$ cat src/rtl/regfile_dump_scanner_pkg.sv
// Shared definitions for the register-file dump scanner: FSM encoding,
// default halt address and dump index width.
package regfile_dump_scanner_pkg;

  typedef enum logic [1:0] {
    S_IDLE = 2'd0,
    S_SEL  = 2'd1,
    S_SEND = 2'd2,
    S_DONE = 2'd3
  } state_t;

  localparam logic [31:0] DEFAULT_HALT_PC = 32'hF000_0000;
  localparam int          IDX_W           = 6;

endpackage

$ cat src/rtl/regfile_dump_scanner_out.sv
// Output holding register for the dump stream: loads an {idx, data} word and
// keeps it stable until the consumer accepts it.
module dump_out_reg
  import regfile_dump_scanner_pkg::*;
#(
  parameter int W_IDX  = IDX_W,
  parameter int W_DATA = 32
) (
  input  logic              clk,
  input  logic              rstn,
  input  logic              load,
  input  logic [W_IDX-1:0]  load_idx,
  input  logic [W_DATA-1:0] load_data,
  input  logic              ready,
  output logic              valid,
  output logic [W_IDX-1:0]  idx,
  output logic [W_DATA-1:0] data
);

  // load wins over a handshake so a new word can follow back-to-back
  always_ff @(posedge clk or negedge rstn) begin
    if (!rstn) begin
      valid <= 1'b0;
      idx   <= '0;
      data  <= '0;
    end else if (load) begin
      valid <= 1'b1;
      idx   <= load_idx;
      data  <= load_data;
    end else if (valid && ready) begin
      valid <= 1'b0;
    end
  end

endmodule

$ cat src/rtl/regfile_dump_scanner.sv
// Freezes the CPU at HALT_PC (or on start) and streams x0..x(NREGS-1) out of
// the debug port as indexed words. Define DUMP_PC_EN to append the trigger PC.
module regfile_dump_scanner
  import regfile_dump_scanner_pkg::*;
#(
  parameter logic [31:0] HALT_PC = DEFAULT_HALT_PC,
  parameter int          NREGS   = 32,
  parameter int          RD_LAT  = 1
) (
  input  logic             clk,
  input  logic             rstn,
  input  logic [31:0]      pc,
  input  logic             start,
  input  logic [31:0]      reg_data,
  output logic [4:0]       reg_sel,
  output logic             cpu_hold,
  output logic             dump_valid,
  input  logic             dump_ready,
  output logic [IDX_W-1:0] dump_idx,
  output logic [31:0]      dump_data,
  output logic             busy,
  output logic             dump_done,
  output state_t           state_dbg
);

  // Handshake: a word transfers on a rising clk edge with dump_valid && dump_ready;
  // once dump_valid is high, dump_idx/dump_data stay stable until that edge.

  localparam int WCNT_W = (RD_LAT > 1) ? $clog2(RD_LAT) : 1;

  state_t             state, state_nxt;
  logic [IDX_W-1:0]   idx;
  logic [WCNT_W-1:0]  wcnt;
  logic               armed;
  logic               pc_hit, trig, hs, last_reg;
  logic               take_trig, sample, advance, pc_word;
  logic [IDX_W-1:0]   load_idx;
  logic [31:0]        load_data;

  assign pc_hit    = (pc == HALT_PC);
  assign trig      = start | (armed & pc_hit);
  assign hs        = dump_valid & dump_ready;
  assign last_reg  = (idx == IDX_W'(NREGS - 1));
  assign dump_done = (state == S_DONE);
  assign state_dbg = state;

  always_ff @(posedge clk or negedge rstn) begin
    if (!rstn) state <= S_IDLE;
    else       state <= state_nxt;
  end

  always_comb begin
    state_nxt = state;
    take_trig = 1'b0;
    sample    = 1'b0;
    advance   = 1'b0;
    pc_word   = 1'b0;
    case (state)
      S_IDLE: if (trig) begin
        take_trig = 1'b1;
        state_nxt = S_SEL;
      end
      S_SEL: if (wcnt == '0) begin
        sample    = 1'b1;
        state_nxt = S_SEND;
      end
      S_SEND: if (hs) begin
`ifdef DUMP_PC_EN
        if (idx == IDX_W'(NREGS)) begin
          state_nxt = S_DONE;
        end else if (last_reg) begin
          pc_word = 1'b1;
        end else begin
          advance   = 1'b1;
          state_nxt = S_SEL;
        end
`else
        if (last_reg) begin
          state_nxt = S_DONE;
        end else begin
          advance   = 1'b1;
          state_nxt = S_SEL;
        end
`endif
      end
      S_DONE: state_nxt = S_IDLE;
      default: state_nxt = S_IDLE;
    endcase
  end

  // armed blocks re-triggering while the CPU sits at HALT_PC after a dump
  always_ff @(posedge clk or negedge rstn) begin
    if (!rstn) begin
      idx      <= '0;
      reg_sel  <= '0;
      wcnt     <= '0;
      cpu_hold <= 1'b0;
      busy     <= 1'b0;
      armed    <= 1'b1;
    end else begin
      if (!pc_hit)                 armed <= 1'b1;
      else if (take_trig && armed) armed <= 1'b0;

      if (take_trig) begin
        idx      <= '0;
        reg_sel  <= '0;
        wcnt     <= WCNT_W'(RD_LAT - 1);
        cpu_hold <= 1'b1;
        busy     <= 1'b1;
      end else if (state == S_SEL && wcnt != '0) begin
        wcnt <= wcnt - 1'b1;
      end

      if (advance) begin
        idx     <= idx + 1'b1;
        reg_sel <= 5'(idx + 1'b1);
        wcnt    <= WCNT_W'(RD_LAT - 1);
      end

      if (pc_word) idx <= IDX_W'(NREGS);

      if (state == S_DONE) begin
        cpu_hold <= 1'b0;
        busy     <= 1'b0;
        reg_sel  <= '0;
      end
    end
  end

`ifdef DUMP_PC_EN
  logic [31:0] pc_lat;

  always_ff @(posedge clk or negedge rstn) begin
    if (!rstn)          pc_lat <= '0;
    else if (take_trig) pc_lat <= pc;
  end

  assign load_idx  = pc_word ? IDX_W'(NREGS) : idx;
  assign load_data = pc_word ? pc_lat : reg_data;
`else
  assign load_idx  = idx;
  assign load_data = reg_data;
`endif

  dump_out_reg #(
    .W_IDX  (IDX_W),
    .W_DATA (32)
  ) u_out (
    .clk       (clk),
    .rstn      (rstn),
    .load      (sample | pc_word),
    .load_idx  (load_idx),
    .load_data (load_data),
    .ready     (dump_ready),
    .valid     (dump_valid),
    .idx       (dump_idx),
    .data      (dump_data)
  );

endmodule

$ cat config.mk
export PLATFORM = sky130hd
export DESIGN_NAME = regfile_dump_scanner
export DESIGN_NICKNAME = d
export VERILOG_FILES = /design/src/rtl/regfile_dump_scanner_pkg.sv /design/src/rtl/regfile_dump_scanner_out.sv /design/src/rtl/regfile_dump_scanner.sv
export SDC_FILE = /design/constraint.sdc
export NUM_CORES = 1
export LEC_CHECK = 0
export ABC_CLOCK_PERIOD_IN_PS = 1990
export BUFFER_PORTS_ARGS = -buffer_cell sky130_fd_sc_hd__buf_2
export CAP_MARGIN = 10
export CORE_ASPECT_RATIO = 2
export CORE_MARGIN = 3
export CORE_UTILIZATION = 30
export DETAILED_ROUTE_END_ITERATION = 10
export GPL_TIMING_DRIVEN = 0
export HOLD_SLACK_MARGIN = 0.05
export PLACE_DENSITY_LB_ADDON = 0.3
export SYNTH_ARGS = -nofsm -noshare
export SYNTH_HDL_FRONTEND = slang
export SYNTH_SLANG_ARGS = --single-unit
$ cat constraint.sdc
create_clock -name clk -period 1.99 [get_ports clk]
set_input_delay 0.0995 -clock clk [delete_from_list [all_inputs] [get_ports clk]]
set_output_delay 0.0995 -clock clk [all_outputs]
set_load 0.005 [all_outputs]
==> results of run 1 <==
==> flip-flops by register name, indices dropped and copies added, names as in the netlist, 2 cells and up <==
register	flops
state_dbg	2
reg_sel	5
idx	6
u_out.idx	6
u_out.data	32
==> metal layers <==
metal / vias to the layer above / routed length [um]
li1: 945 / -
met1: 928 / 1980
met2: 81 / 3430
met3: 10 / 324
met4: 0 / 136
met5: - / 0
==> critical path: stages (launching register included) <==
cell,delay [ns]
dfrtp_1,0.49
ha_1,0.25
nand3_2,0.14
o21ai_4,0.28
buf_6,0.19
nand4_1,0.11
o21ai_2,0.13
==> layout by cell type (no fill, tap or decap), drive strengths merged, types with 2 or more instances in the layout <==
master and instances:
clkbuf 5, nor3 3, and4b 2, xnor2 2, dlygate4sd3 32, inv 6, nand2 8, nand3 8
a21o 3, buf 126, o21ai 13, nor2 3, nand4 6, nand2b 2, mux2 38, dfrtp 54
nor4 6
==> report_power, final <==
| part | switching (mW) | total, mW | leakage (nW) | internal [mW] |
|---|---|---|---|---|
| Sequential | 0.230 | 1.76 | 0.685 | 1.53 |
| Clock | 0.375 | 0.962 | 0.0759 | 0.586 |
| Combinational | 0.634 | 1.53 | 1.02 | 0.901 |
| Total | 1.24 | 4.26 | 1.78 | 3.02 |
==> final cells by class <==
type | instances | area, um2
fill | 729 | 4070
clock buffer | 5 | 125
multi-input combinational | 106 | 910
sequential | 55 | 1380
clock inverter | 2 | 37.5
inverter | 6 | 22.5
timing repair buffer | 149 | 921
buffer | 9 | 76.3
tap | 94 | 118
==> cell families after synthesis <==
family	count (synthesis)	synth area share
AOI/OAI and AO/OA	24	0.0734
xor gates and xnor gates	3	0.0110
adders and majority gates	1	0.00524
buffers and inverters	15	0.0414
DFF	55	0.577
muxes	38	0.179
and+or+nand+nor	40	0.112
==> how the worst max path moves through the flow <==
stage	startpoint	end	slack, ns
after floorplan	idx[0]$_DFFE_PN0P_	reg_sel[3]$_DFFE_PN0P_	0.58
after global placement	idx[0]$_DFFE_PN0P_	reg_sel[3]$_DFFE_PN0P_	0.35
after detailed placement	idx[0]$_DFFE_PN0P_	reg_sel[3]$_DFFE_PN0P_	0.34
after CTS	idx[0]$_DFFE_PN0P_	reg_sel[3]$_DFFE_PN0P_	0.30
after global routing	idx[0]$_DFFE_PN0P_	reg_sel[3]$_DFFE_PN0P_	0.20
final	idx[0]$_DFFE_PN0P_	reg_sel[3]$_DFFE_PN0P_	0.33
==> impl_metrics.json, run 1 <==
{
  "synth_edf_count": 0,
  "htree_levels": 2,
  "grt_max_degree": 56,
  "avgViaCountPerCell": 4.61,
  "hold_path.class": "primary input to register",
  "dpl.hpwl_mm": 4.33,
  "r2r_slack_ns": 0.33,
  "vias": 1964,
  "cts_tree": "yes",
  "design_area_mm2": 0.00359,
  "drt_iter0_drc": 34,
  "overflow": 0,
  "numCtsBuffers": 5,
  "hold_ws_ns": 0.0624,
  "synth_most_common_cell": "dfrtp_1",
  "avgSynthCellArea_um2": 13.6,
  "worstHoldStart": "reg_data[16]",
  "wirelength_mm": 5.88,
  "worstMarginPinSlew_ns": 0.470,
  "total_power_mw": 4.26,
  "start_util": 0.312,
  "reg2reg_depth": 6,
  "row_count": 45,
  "grt_usage": 0.135,
  "startpoint_type": "register",
  "synthesis.area_mm2": 0.00239,
  "ys_top_cells_by_count": "dfrtp_1, mux2_2, nand2_1, nand3_1, o21ai_1",
  "drc": 0,
  "layout.cells.non_filler": 426,
  "post-cts-setup-buffers": 0,
  "die_width_um": 69.1,
  "post_cts_resized": 0,
  "whs_endpoint": "u_out.data[16]$_DFFE_PN0P_",
  "grt_pass1_wl_mm": 9.85,
  "r2r-end": "reg_sel[3]$_DFFE_PN0P_",
  "synthFlopType": "dfrtp_1",
  "clock_latency_ns": 0.29,
  "routedWlPerCell_um": 13.8,
  "place_area_mm2": 0.00308,
  "endpoint_kind": "register",
  "reg2reg_from": "idx[0]$_DFFE_PN0P_",
  "critPathRequiredTime_ns": 2.21,
  "fin_skew_ns": 0.00509,
  "cp_data_arrival_time_ns": 1.88,
  "slew_headroom": 0.687,
  "io_pins": 117,
  "num_antenna_cells": 0,
  "final_core_util": 0.468,
  "yosysUniqueCellTypes": 40,
  "pre_cts_ws_ns": 0.335,
  "slew_viol_final": 0,
  "postRouteAntennaNets": 0,
  "core_region_area_mm2": 0.00766,
  "grt_use_met2": 0.258,
  "async_flop_share": 1.00,
  "cts-root-buf": "clkbuf_16",
  "synth_area_leaders": "dfrtp_1, mux2_2, buf_4",
  "cap_violations": 0,
  "synth_top_area_share": 0.566,
  "met1_usage": 0.134,
  "cts_max_path_buffers": 2,
  "max_freq_mhz": 604,
  "min_period_ns": 1.66,
  "clkTransAtPathRegs_ns": 0.07,
  "cts_hold_buf": 31,
  "synth-warning-count": 0,
  "use_met3": 0.0275,
  "setup_violations": 0,
  "grt-busiest-layer": "met2",
  "synth.largest_area_cell": "dfrtp_1",
  "antenna_found_initial": 0,
  "crit_type": "register to register",
  "cts_sinks": 55,
  "grt_pass1_vias": 2061,
  "port_buffers": 116,
  "synth_nets": 245,
  "status": "complete, no violations",
  "die_area_mm2": 0.00912,
  "fin_tns_setup_ns": 0,
  "synth-seq-cells": 55,
  "critPathMaxFanout": 10,
  "die_h_um": 132,
  "hold_viol": 0,
  "ys_seq_area_frac": 0.577,
  "finalWeightedCongestion": 0.710,
  "placed_cells": 386,
  "fin_ws_ns": 0.334,
  "hold_depth": 2,
  "fin_crit_sh": 0.832,
  "area_growth_pct": 50.3,
  "syn_inst": 176,
  "ir_worst_vdd_uv": 481,
  "dr.pass1.iters": 4,
  "final_nets": 401,
  "p_per_area_mw_per_mm2": 1190,
  "rsz0062_at_grt": "false",
  "drive_gt1_frac": 0.545,
  "p_leak_nw": 1.78
}
Note: power is estimated with default switching activity, not from simulation.
==> run 2, diff against run 1 <==
- ABC_AREA: default -> 1
- ABC_CLOCK_PERIOD_IN_PS: 1990 -> 1500
- clock period: 1.99 -> 1.5 ns (I/O delays scaled with it)
==> run 2 against run 1 <==
Against the previous run: die area up 4.2%; largest power group is now combinational cells; first-iteration DRC count is 35% lower; sequential power grew 35%; maximum frequency up 18%; register-to-register slack got worse by 0.24 ns; flip-flop and latch count stayed put; final cell count rose by 15%; clock power rose by 34%; count of clock-buffer cells in the layout grew 2; global-route usage grew 0.19 points; critical path type unchanged.
==> impl_metrics.json, run 2 <==
{
  "hold_path.class": "primary input to register",
  "cpPeakStageDelay_ns": 0.38,
  "grt_usage": 0.137,
  "regMostFlops": "u_out.data",
  "synth-warning-count": 0,
  "fin_crit_sh": 0.939,
  "final_cell_mix": "buf_2, dfrtp_1, nand2_1",
  "r2r_slack_ns": 0.09,
  "fin_skew_ns": 0.0105,
  "path_delay_family": "simple AND/OR/NAND/NOR gates",
  "cts-root-buf": "clkbuf_16",
  "die_width_um": 70.5,
  "fin_tns_setup_ns": 0,
  "place_area_mm2": 0.00319,
  "crit_type": "register to register",
  "cp_data_arrival_time_ns": 1.64,
  "synth.largest_area_cell": "dfrtp_1",
  "numCtsBuffers": 5,
  "setup_violations": 0,
  "crit_slowest_cell": "dfrtp_1",
  "synthFlopType": "dfrtp_1",
  "synth_top_area_share": 0.542,
  "ir_worst_vdd_uv": 800,
  "syn_inst": 231,
  "p_per_area_mw_per_mm2": 1690,
  "combPwrFrac": 0.428,
  "p_leak_nw": 2.05,
  "grt_pass1_vias": 2095,
  "synth_most_common_cell": "dfrtp_1",
  "max_freq_mhz": 710,
  "whs_endpoint": "armed$_DFFE_PN1P_",
  "slew_headroom": 0.528,
  "area_growth_pct": 52.0,
  "port_buffers": 116,
  "synth_area_leaders": "dfrtp_1, mux2_4, nand2_1",
  "avgViaCountPerCell": 4.35,
  "drt_iter0_drc": 22,
  "reg2reg_from": "idx[1]$_DFFE_PN0P_",
  "biggestRegsByFlops": "u_out.data x32, idx x6, u_out.idx x6",
  "clock_latency_ns": 0.29,
  "die_h_um": 135,
  "ys_seq_area_frac": 0.552,
  "row_count": 46,
  "grt_pass1_wl_mm": 10.2,
  "fin_ws_ns": 0.0917,
  "finalWeightedCongestion": 0.720,
  "p_seq_frac": 0.370,
  "routedWlPerCell_um": 13.3,
  "final_core_util": 0.474,
  "antenna_found_initial": 0,
  "hold_depth": 5,
  "status": "complete, no violations",
  "overflow": 0,
  "seq_area_mm2": 0.00138,
  "yosysUniqueCellTypes": 24,
  "num_antenna_cells": 0,
  "rsz0062_at_grt": "true",
  "io_pins": 117,
  "grt_max_degree": 56,
  "synthesis.area_mm2": 0.00249,
  "postRouteAntennaNets": 0,
  "cell_internal_pwr_mw": 4.44,
  "synth-seq-cells": 55,
  "startpoint_type": "register",
  "design_area_mm2": 0.00379,
  "start_util": 0.312,
  "switchingPower_mw": 1.99,
  "r2r-end": "reg_sel[2]$_DFFE_PN0P_",
  "final_common_cell": "buf_2",
  "worstHoldStart": "pc[16]",
  "hold_viol": 0,
  "ys_top_cells_by_count": "dfrtp_1, nand2_1, inv_1",
  "min_period_ns": 1.41,
  "async_flop_share": 1.00,
  "htree_levels": 2,
  "avgSynthCellArea_um2": 10.8,
  "synth_edf_count": 0,
  "final_nets": 462,
  "cts_sinks": 55,
  "drive_gt1_frac": 0.459,
  "critPathRequiredTime_ns": 1.74,
  "vias": 2133,
  "wirelength_mm": 6.53,
  "worstPathCellList": "ha_2, nand2_2, nor2_2, nand2_2, o21ai_2, inv_2, nand3_4, nand2_1, nand2_1",
  "dpl.hpwl_mm": 4.73,
  "switching_share": 0.309,
  "largest_reg_flops": 32,
  "reg2reg_depth": 9,
  "dr.pass1.iters": 4,
  "pre_cts_ws_ns": -0.134,
  "fillerInstances": 775,
  "die_area_mm2": 0.00951,
  "cts_tree": "yes",
  "clkTransAtPathRegs_ns": 0.07,
  "core_region_area_mm2": 0.00800,
  "synth_nets": 300,
  "multi_input_area_um2": 998,
  "drc": 0,
  "endpoint_kind": "register",
  "p_clk_frac": 0.201,
  "crit_buf_inv": 1,
  "cap_violations": 0,
  "cts_max_path_buffers": 2,
  "slew_viol_final": 0,
  "worstMarginPinSlew_ns": 0.708,
  "critPathMaxFanout": 5
}
==> run 2: power groups by stage <==
stage	logic, mW	clock network, mW	registers, mW
detailed placement	2.56	0	2.39
global route	2.98	1.40	2.45
floorplan	1.55	0	2.41
CTS	2.67	1.34	2.38
finish	2.75	1.29	2.38
global placement	2.51	0	2.35
==> run 2: logic make-up after synthesis <==
family                   after synthesis  synth area share
AND/OR/NAND/NOR                       92             0.163
flip-flops                            55             0.552
buffers and inverters                 37            0.0667
multiplexers                          32             0.185
AO/OA/AOI/OAI                         14            0.0281
adder cells (fa/ha/maj)                1           0.00502
==> run 2: how the worst max path moves through the flow <==
stage	start	endpoint	slack, ns	cells past startpoint
after floorplan	idx[0]$_DFFE_PN0P_	idx[4]$_DFFE_PN0P_	0.16	8
after global placement	idx[0]$_DFFE_PN0P_	reg_sel[3]$_DFFE_PN0P_	-0.13	8
after detailed placement	idx[0]$_DFFE_PN0P_	idx[4]$_DFFE_PN0P_	-0.13	8
after CTS	idx[0]$_DFFE_PN0P_	reg_sel[2]$_DFFE_PN0P_	0.006	9
after global routing	idx[1]$_DFFE_PN0P_	reg_sel[0]$_DFFE_PN0P_	-0.002	9
final	idx[1]$_DFFE_PN0P_	reg_sel[2]$_DFFE_PN0P_	0.09	9
==> run 2: worst reg2reg max path, cell delays in order, from the launching register on <==
cell	delay, ns
dfrtp_1	0.38
ha_2	0.20
nand2_2	0.07
nor2_2	0.11
nand2_2	0.11
o21ai_2	0.19
inv_2	0.06
nand3_4	0.10
nand2_1	0.06
nand2_1	0.05
==> run 2: metrics by stage <==
stage | instances | power [mW] | hold slack, ns
2_1_floorplan | 231 | 3.96 | -0.221
3_3_place_gp | 443 | 4.86 | 0.287
3_5_place_dp | 443 | 4.95 | 0.300
4_1_cts | 485 | 6.39 | 0.0823
5_1_grt | 490 | 6.83 | 0.0971
6_report | 490 | 6.42 | 0.0872
==> run 2: what timing repair did <==
| action | 4_1_cts | 5_1_grt |
|---|---|---|
| hold endpoints to repair | 33 | 54 |
| endpoints found under the setup margin | 11 | 38 |
| setup buffers | 0 | 4 |
| pin swaps | 0 | 6 |
| cloned | 1 | 0 |
| gates resized for setup | 5 | 11 |
| hold buffers | 33 | 1 |
==> run 2: layout make-up <==
type,instances,area share
Clock buffer,7,0.0350
Timing Repair Buffer,154,0.251
Buffer,5,0.0142
Tap cell,96,0.0317
Multi-Input combinational cell,140,0.263
Inverter,32,0.0323
Clock inverter,1,0.00792
Sequential cell,55,0.364
==> run 2: per-layer routing <==
layer / vias up / global-route usage / routed length [um]
li1: 1061 / - / -
met3: 11 / 0.0246 / 275
met1: 1007 / 0.148 / 2420
met2: 54 / 0.256 / 3700
met5: - / 0 / 0
met4: 0 / 0.0554 / 139
